`src/rtl/seq_pkg.sv`:
```
// -----------------------------------------------------------------------------
// seq_pkg -- shared definitions for the pattern sequencer.
//
// Contents:
//   state_e             sequencer FSM states
//   AWIDTH_DEF          default pattern-memory address width
//   NPAT_DEF            default number of patterns per epoch
//   EWIDTH_DEF          default epoch counter width
//   FX_FRAC_BITS/FX_ONE Q6.10 fixed-point constants used by the datapath
//   fx_from_int         helper converting a small integer to Q6.10
// -----------------------------------------------------------------------------
package seq_pkg;

   localparam int AWIDTH_DEF = 4;
   localparam int NPAT_DEF   = 4;
   localparam int EWIDTH_DEF = 16;

   // Q6.10: 6 integer bits, 10 fractional bits.
   localparam int          FX_FRAC_BITS = 10;
   localparam logic [15:0] FX_ONE       = 16'h0400;

   typedef enum logic [2:0] {
      ST_IDLE    = 3'd0,
      ST_FETCH   = 3'd1,
      ST_PRESENT = 3'd2,
      ST_ADVANCE = 3'd3,
      ST_DONE    = 3'd4
   } state_e;

   function automatic logic [15:0] fx_from_int(input logic [5:0] val);
      return {val, {FX_FRAC_BITS{1'b0}}};
   endfunction

endpackage

```
`src/rtl/mod_counter.sv`:
```
// -----------------------------------------------------------------------------
// mod_counter -- modulo-MODULUS up counter used as the pattern address.
//
// Ports:
//   clk_i    clock
//   rst_i    asynchronous active-high reset (count -> 0)
//   clr_i    synchronous clear to 0 (has priority over inc_i)
//   inc_i    advance by one; wraps to 0 from MODULUS-1
//   count_o  current count (registered)
//   wrap_o   count is at MODULUS-1, i.e. the next increment wraps
// -----------------------------------------------------------------------------
module mod_counter #(
   parameter int WIDTH   = 4,
   parameter int MODULUS = 4
) (
   input  logic             clk_i,
   input  logic             rst_i,
   input  logic             clr_i,
   input  logic             inc_i,
   output logic [WIDTH-1:0] count_o,
   output logic             wrap_o
);

   localparam logic [WIDTH-1:0] LAST = WIDTH'(MODULUS - 1);

   logic [WIDTH-1:0] count_q;
   logic [WIDTH-1:0] count_d;

   assign wrap_o  = (count_q == LAST);
   assign count_o = count_q;

   always_comb begin
      count_d = count_q;
      if (clr_i) begin
         count_d = '0;
      end else if (inc_i) begin
         count_d = wrap_o ? '0 : count_q + WIDTH'(1);
      end
   end

   always_ff @(posedge clk_i or posedge rst_i) begin
      if (rst_i) begin
         count_q <= '0;
      end else begin
         count_q <= count_d;
      end
   end

endmodule

```
`src/rtl/pattern_seq.sv`:
```
// -----------------------------------------------------------------------------
// pattern_seq -- steps a pattern memory through NPAT patterns per epoch for
// epoch_max epochs, handing each pattern to a datapath and waiting for ack.
//
// Ports:
//   clk        clock, rising edge
//   rst        asynchronous active-high reset
//   abort      (only with SEQ_ABORT_EN) end the run early with a done pulse
//   start      begin a run (sampled in IDLE only)
//   epoch_max  epochs to run, sampled with start
//   ack        datapath consumed the current pattern (sampled in PRESENT only)
//   addr       pattern index to the memories
//   din        memory read enable
//   valid      memory outputs are stable for addr
//   last       valid and addr is NPAT-1
//   epoch_cnt  completed epochs
//   busy       not IDLE
//   done       one-cycle pulse at end of run
//
// Handshake: a pattern is presented while valid=1; it is consumed on the
// rising edge where valid=1 and ack=1. ack at any other time has no effect.
//
// Build option: define SEQ_ABORT_EN to add the abort input.
//
// Every output is a flop loaded from the next-state decode, so no input
// reaches an output without passing through a register.
// -----------------------------------------------------------------------------
module pattern_seq
   import seq_pkg::*;
#(
   parameter int AWIDTH = AWIDTH_DEF,
   parameter int NPAT   = NPAT_DEF,
   parameter int EWIDTH = EWIDTH_DEF
) (
   input  logic              clk,
   input  logic              rst,
`ifdef SEQ_ABORT_EN
   input  logic              abort,
`endif
   input  logic              start,
   input  logic [EWIDTH-1:0] epoch_max,
   input  logic              ack,
   output logic [AWIDTH-1:0] addr,
   output logic              din,
   output logic              valid,
   output logic              last,
   output logic [EWIDTH-1:0] epoch_cnt,
   output logic              busy,
   output logic              done
);

   localparam logic [AWIDTH-1:0] LAST_ADDR = AWIDTH'(NPAT - 1);

   state_e            state_q, state_d;
   logic [EWIDTH-1:0] epoch_max_q, epoch_max_d;
   logic [EWIDTH-1:0] epoch_cnt_q, epoch_cnt_d;
   logic              din_q, valid_q, last_q, busy_q, done_q;
   logic              cnt_clr, cnt_inc, cnt_wrap;
   logic [AWIDTH-1:0] cnt_val;

   mod_counter #(
      .WIDTH   (AWIDTH),
      .MODULUS (NPAT)
   ) u_addr_cnt (
      .clk_i   (clk),
      .rst_i   (rst),
      .clr_i   (cnt_clr),
      .inc_i   (cnt_inc),
      .count_o (cnt_val),
      .wrap_o  (cnt_wrap)
   );

   always_comb begin
      state_d     = state_q;
      epoch_max_d = epoch_max_q;
      epoch_cnt_d = epoch_cnt_q;
      cnt_clr     = 1'b0;
      cnt_inc     = 1'b0;

      case (state_q)
         ST_IDLE: begin
            if (start) begin
               cnt_clr     = 1'b1;
               epoch_cnt_d = '0;
               if (epoch_max == '0) begin
                  state_d = ST_DONE;
               end else begin
                  epoch_max_d = epoch_max;
                  state_d     = ST_FETCH;
               end
            end
         end
         // One cycle of memory read latency before the data is usable.
         ST_FETCH: state_d = ST_PRESENT;
         ST_PRESENT: begin
            if (ack) begin
               state_d = ST_ADVANCE;
            end
         end
         ST_ADVANCE: begin
            cnt_inc = 1'b1;
            state_d = ST_FETCH;
            if (cnt_wrap) begin
               epoch_cnt_d = epoch_cnt_q + EWIDTH'(1);
               // Compare against the incremented count: the epoch just
               // finished is the one that may end the run.
               if (epoch_cnt_d == epoch_max_q) begin
                  state_d = ST_DONE;
               end
            end
         end
         ST_DONE: state_d = ST_IDLE;
         default: state_d = ST_IDLE;
      endcase

`ifdef SEQ_ABORT_EN
      // Abort freezes address and epoch count where they are. DONE itself
      // is excluded so an abort held high cannot stretch the done pulse.
      if (abort && (state_q == ST_FETCH || state_q == ST_PRESENT ||
                    state_q == ST_ADVANCE)) begin
         state_d     = ST_DONE;
         cnt_inc     = 1'b0;
         epoch_cnt_d = epoch_cnt_q;
      end
`endif
   end

   always_ff @(posedge clk or posedge rst) begin
      if (rst) begin
         state_q     <= ST_IDLE;
         epoch_max_q <= '0;
         epoch_cnt_q <= '0;
         din_q       <= 1'b0;
         valid_q     <= 1'b0;
         last_q      <= 1'b0;
         busy_q      <= 1'b0;
         done_q      <= 1'b0;
      end else begin
         state_q     <= state_d;
         epoch_max_q <= epoch_max_d;
         epoch_cnt_q <= epoch_cnt_d;
         din_q       <= (state_d == ST_FETCH) || (state_d == ST_PRESENT);
         valid_q     <= (state_d == ST_PRESENT);
         // Entering or staying in PRESENT never moves the counter, so the
         // current count is also the count seen alongside valid.
         last_q      <= (state_d == ST_PRESENT) && (cnt_val == LAST_ADDR);
         busy_q      <= (state_d != ST_IDLE);
         done_q      <= (state_d == ST_DONE);
      end
   end

   assign addr      = cnt_val;
   assign epoch_cnt = epoch_cnt_q;
   assign din       = din_q;
   assign valid     = valid_q;
   assign last      = last_q;
   assign busy      = busy_q;
   assign done      = done_q;

endmodule

```
`config.mk`:
```
export PLATFORM = sky130hd
export DESIGN_NAME = pattern_seq
export DESIGN_NICKNAME = d
export VERILOG_FILES = /design/src/rtl/seq_pkg.sv /design/src/rtl/mod_counter.sv /design/src/rtl/pattern_seq.sv
export SDC_FILE = /design/constraint.sdc
export NUM_CORES = 1
export LEC_CHECK = 0
export ABC_CLOCK_PERIOD_IN_PS = 3250
export CAP_MARGIN = 20
export CELL_PAD_IN_SITES_DETAIL_PLACEMENT = 1
export CELL_PAD_IN_SITES_GLOBAL_PLACEMENT = 1
export CORE_MARGIN = 3
export CORE_UTILIZATION = 40
export DETAILED_ROUTE_END_ITERATION = 10
export PLACE_DENSITY = 0.77
export SYNTH_ARGS = -nofsm -noshare
export SYNTH_HDL_FRONTEND = slang
export SYNTH_HIERARCHICAL = 1
export SYNTH_SLANG_ARGS = --single-unit
```
`constraint.sdc`:
```
create_clock -name clk -period 3.25 [get_ports clk]
set_input_delay 0.4875 -clock clk [delete_from_list [all_inputs] [get_ports clk]]
set_output_delay 0.4875 -clock clk [all_outputs]
set_load 0.1 [all_outputs]
```
==> Word level (Yosys, flattened, before mapping) <==
Index checks and enable logic that the tools add are counted.
{ "word_totals": {"in_bits": 20, "wordCells": 46, "regBits": 44, "out_inout_bits": 25} }
{ "op_classes": {"addsub": 2, "n_reduce_logical": 9, "n_eq_ne": 10, "n_mux": 15, "bitwise": 1} }
{ "op_table": {"columns": ["op", "count"], "rows": [
  ["16-bit two-way mux", 2],
  ["16-bit one-hot mux with 2 select lines", 1],
  ["16-bit by 1-bit adder with 16-bit output (second input constant)", 1],
  ["16-bit == test", 1],
  ["16-bit logical NOT", 1],
  ["3-bit two-way mux", 5],
  ["4-bit two-way mux", 3],
  ["3-bit one-hot mux with 4 select lines", 1],
  ["3-bit by 2-bit == test with 1-bit output (second input constant)", 3],
  ["3-bit by 1-bit == test with 1-bit output (second input constant)", 2],
  ["3-bit AND reduction", 2],
  ["4-bit by 1-bit adder with 4-bit output (second input constant)", 1],
  ["4-bit by 2-bit == test with 1-bit output (second input constant)", 1],
  ["2-bit nonzero test", 2],
  ["3-bit == test (second input constant)", 1],
  ["3-bit logical NOT", 1],
  ["1-bit two-way mux", 3],
  ["3-bit nonzero test", 1],
  ["2-bit by 1-bit inequality test with 1-bit output (second input constant)", 1],
  ["2-bit inequality test (second input constant)", 1],
  ["1-bit logical AND", 1],
  ["1-bit logical OR", 1],
  ["1-bit NOT", 1]
]} }

==> Depth between registers and ports, before layout <==
{ "logic_depth": {"depth_word": 7, "ltp_mapped": 8, "mapped_depth_nobuf": 7} }

==> Hierarchy <==
Netlist, hierarchy kept.
{ "modules_own_cells": {"columns": ["module", "cells_each", "n_inst", "seq_area_each_um2", "area_each_um2"], "rows": [
  ["pattern_seq", 235, 1, 1001.0, 2312.2],
  ["mod_counter", 19, 1, 100.1, 210.2]
]} }

==> Least setup slack after synthesis <==
Ideal clock, no wire load.
{ "synth_path": {"kind": "register to register", "from": "register epoch_cnt_q[0], in the netlist epoch_cnt[0]", "to": "register state_q[0]", "n_path_buf": 0, "stages_incl_launch_ff": 8, "arrival_ps": 3156, "path_slack_ps": -30, "required_time_ps": 3126, "period_less_slack_ps": 3280, "path_cell_list": "dfrtp_1 > ha_1 > nand3_2 > or4_1 > a31o_2 > o2bb2ai_1 > or4_4 > a211o_1"} }
{ "synth_via": {"elab_chain_cells": 5} }
{ "synth_rtl": {"columns": ["item", "line", "rtl"], "rows": [
  ["start: declaration", "pattern_seq.sv:56", "logic [EWIDTH-1:0] epoch_cnt_q, epoch_cnt_d;"],
  ["start signal: assignment", "pattern_seq.sv:141", "epoch_cnt_q <= epoch_cnt_d;"],
  ["16-bit by 1-bit adder with 16-bit output", "pattern_seq.sv:104", "epoch_cnt_d = epoch_cnt_q + EWIDTH'(1);"],
  ["16-bit == test", "pattern_seq.sv:107", "if (epoch_cnt_d == epoch_max_q) begin"],
  ["3-bit two-way mux", "pattern_seq.sv:107", null],
  ["3-bit two-way mux", "pattern_seq.sv:103", "if (cnt_wrap) begin"],
  ["3-bit one-hot mux with 4 select lines", "pattern_seq.sv:80", "case (state_q)"],
  ["named net state_d[0]", "pattern_seq.sv:54", "state_e state_q, state_d;"],
  ["end signal: assignment", "pattern_seq.sv:139", "state_q <= state_d;"],
  ["end: declaration", "pattern_seq.sv:54", null]
]} }
The timed path passes the listed nets, and every way through them passes these cells.
A chain may end at the register's enable or synchronous reset.

==> Final worst setup path <==
{ "layout_path": {"from": "register epoch_cnt_q[1], in the netlist epoch_cnt[1]", "to": "register state_q[0]"} }
The elaborated chain is that of the path after synthesis.

==> flow_summary.rst <==
.. list-table::
   :header-rows: 1

   * - Metric
     - Value
   * - Ranking of synthesized cells by area
     - dfrtp_1, mux2_2, o21ai_0
   * - Layout cells sized above 1
     - 0.189
   * - Vias in the first global route
     - 2183
   * - Number of core rows
     - 28
   * - RSZ-0062 raised after global routing
     - no
   * - Maximum fanout along the worst path
     - 9
   * - Combinational share of power
     - 0.421
   * - Number of enable flip-flop cells after synthesis
     - 0
   * - Total nets after synthesis
     - 276
   * - Number of sinks on the clock net
     - 44
   * - Routed length per placed instance
     - 18.8 um
   * - Min Tclk post-route
     - 2.81 ns
   * - Core region area
     - 6030 um^2
   * - Vias per Instance
     - 5.71
   * - Initial antenna violation count
     - 0
   * - Count of nets after finishing
     - 323
   * - Largest net degree at the start of global routing
     - 28
   * - Max-cap viol count
     - 0
   * - Insertion delay to the later sink of the worst-skew pair
     - 0.30 ns
   * - TritonCTS clock tree
     - yes
   * - Sequential share of the synthesized area
     - 0.437
   * - ANT cells
     - 0
   * - Setup crit end kind
     - register
   * - Total routing resource utilization after global routing
     - 0.204
   * - Max Fclk
     - 356 MHz
   * - Setup_tns
     - 0 ns
   * - Instance area after placement
     - 3020 um^2
   * - Final hold violation count
     - 0
   * - Via count
     - 2152
   * - Sequential fraction of design power
     - 0.409
   * - Growth of design area from synthesis to finish
     - 23.1%
   * - Final RePlAce weighted congestion
     - 0.831
   * - Fraction of the cycle the final worst path needs
     - 0.865
   * - Worst R2R Path Depth
     - 7
   * - Req. time, crit path
     - 3.44 ns
   * - Post-placement setup slack
     - 0.468 ns
   * - Final count of negative-setup-slack endpoints
     - 0
   * - First drt pass iteration count
     - 4
   * - Clock-pin slew of the registers on the worst-case setup and hold paths
     - 0.09 ns
   * - Primary FF master, synth
     - dfrtp_1
   * - Switching power as a share of total power
     - 0.414
   * - Syn. warnings
     - 6
   * - Leakage Power
     - 1.30 nW
   * - Part of the power in the clock network
     - 0.170
   * - IO Count
     - 45
   * - Starting DRT DRC Count
     - 130
   * - Setup ws final
     - 0.439 ns
   * - Synth top area share
     - 0.437
   * - Hold buffers post-CTS
     - 0
   * - Transition time at the pin with the least slew margin
     - 0.987 ns
   * - Switching power total
     - 0.000855 W
   * - Placed wire-length estimate after detailed placement
     - 5330 um
   * - Async set or reset register ratio after synthesis
     - 1.00
   * - Maximum level of the CTS H-tree
     - 2
   * - Syn avg cell area
     - 9.93 um^2
   * - Number of buffers created by CTS
     - 5
   * - Total DRC errors in the routed layout
     - 0
   * - Count of antenna-violating nets left after detailed routing
     - 0
   * - Ratio of total power to cell area
     - 665 nW/um^2
   * - Post-CTS repair timing setup buffer count
     - 0
   * - Area of the die
     - 7290 um^2
   * - Height of the chip
     - 85.4 um
   * - Chip width
     - 85.4 um
   * - Crit start category
     - register
   * - Status
     - finished clean
   * - Port Buf Inserts
     - 44
   * - Effective utilization at floorplan
     - 0.419
   * - Class of the worst hold path
     - in -> async
   * - Combined area of all synthesized cells
     - 2520 um^2
   * - Number of buffers on the longest clock path
     - 2
   * - IR drop worst, VDD
     - 0.499 mV
   * - Clock root buffer
     - clkbuf_8
   * - Number of register bits inferred by synthesis
     - 44
   * - Distinct cell type count of the synthesized netlist
     - 50
   * - Max_slew headroom
     - 0.340
   * - Area leader, netlist
     - dfrtp_1
   * - Max-slew violation total from the final report
     - 0
   * - Data arrival, critical path
     - 3.01 ns
   * - Total routed wirelength
     - 7080 um
   * - Total power
     - 0.00206 W
   * - End-of-flow core utilization
     - 0.515
   * - Post-Syn Instances
     - 254
   * - Number of gates given a new drive strength after cts
     - 0
   * - Type of the worst setup path
     - reg -> reg
   * - Global-route wire length before repair
     - 11700 um
   * - Largest clock skew in the final design
     - 0.00544 ns
   * - Aggregate global routing overflow
     - 0
   * - Pint
     - 0.00121 W
   * - Final Instance Area
     - 3110 um^2
-- power by group through the flow --
stage	Sequential, W	Combinational [W]	Clock (W)
after global placement	0.000847	0.000859	0
final	0.000844	0.000869	0.000351
after global routing	0.000866	0.000933	0.000387
after detailed placement	0.000855	0.000875	0
after floorplan	0.00101	0.000455	0
after CTS	0.000845	0.000880	0.000366
-- worst max-delay path, stage by stage, from the launching register on --
cell	delay (ns)
dfrtp_1	0.48
ha_1	0.33
nand3_2	0.24
or4_1	0.53
a31o_2	0.24
o2bb2ai_1	0.12
or4_4	0.46
a211o_1	0.31
-- routing by layer --
| metal | up-vias | global-route usage | part of all wire |
|---|---|---|---|
| met1 | 1064 | 0.287 | 0.48 |
| met3 | 7 | 0.0340 | 0.038 |
| met4 | 0 | 0.0446 | 0.0090 |
| li1 | 1035 | - | - |
| met2 | 46 | 0.331 | 0.47 |
| met5 | - | 0 | 0 |
-- logic make-up (layout without fill, tap and decap cells) --
| family | count (synthesis) | count (layout) | share of synthesized area |
|---|---|---|---|
| simple gates | 95 | 95 | 0.227 |
| flops | 44 | 44 | 0.437 |
| buf+inv | 17 | 65 | 0.0278 |
| mux | 18 | 18 | 0.0799 |
| xor+xnor | 20 | 20 | 0.0749 |
| fa+ha+maj | 2 | 2 | 0.00992 |
| compound gates | 58 | 58 | 0.144 |
-- registers in the layout (all words and copies together) (netlist names), 3 cells and up --
| register | flops |
|---|---|
| epoch_cnt | 16 |
| epoch_max_q | 16 |
| u_addr_cnt/count_o | 4 |
| state_q | 3 |
-- cells in the mapped netlist (2+ instances only) --
master / instances
a211o_1: 2
a21oi_1: 7
a31oi_1: 4
and2_1: 2
and3_1: 6
and4_1: 2
buf_2: 5
clkbuf_1: 7
dfrtp_1: 44
ha_1: 2
inv_1: 5
mux2_1: 5
mux2_2: 12
nand2_1: 14
nand2b_1: 3
nand3_1: 8
nand3_4: 2
nand4_1: 6
nor2_1: 21
nor2b_1: 2
nor3_1: 6
nor3b_1: 3
nor4_1: 7
o21a_1: 2
o21ai_0: 25
o31ai_1: 10
or4_1: 2
xnor2_1: 13
xor2_1: 6
-- cell type report --
cell class	instances	area, um^2
Fill cell	705	2920
Multi-Input combinational cell	193	1350
Sequential cell	44	1100
Timing Repair Buffer	52	450
Tap cell	75	93.8
Clock buffer	6	72.6
Inverter	5	18.8
Clock inverter	2	16.3
-- placed cells by master, fill, tap and decap left out, types with 3 or more instances in the layout --
master,n
dfrtp_1,43
buf_4,28
o21ai_0,25
clkdlybuf4s50_1,24
nor2_1,21
nand2_1,14
xnor2_1,13
mux2_2,12
o31ai_1,10
nand3_1,8
nor4_1,7
a21oi_1,7
nor3_1,6
nand4_1,6
and3_1,6
xor2_1,6
inv_1,5
mux2_1,5
clkbuf_8,5
a31oi_1,4
nor3b_1,3
nand2b_1,3
-- per-stage QoR --
stage / std cells / hold slack [ns]
final: 377 / 0.393
after floorplan: 254 / 0.254
after global placement: 369 / 0.493
after CTS: 377 / 0.397
after global routing: 377 / 0.414
after detailed placement: 369 / 0.505
-- worst paths after layout --
kind | from | end | slack [ns]
setup / recovery | epoch_cnt[1] | state_q[0] | 0.44
hold / removal | rst | u_addr_cnt/count_o[2] | 0.39
setup reg to reg | epoch_cnt[1] | state_q[0] | 0.44
hold reg to reg | epoch_max_q[10] | epoch_max_q[10] | 0.52
max in group asynchronous | rst | epoch_cnt[0] | 1.89
min in group clk | epoch_max_q[10] | epoch_max_q[10] | 0.52
(Power assumes the default switching activity.)
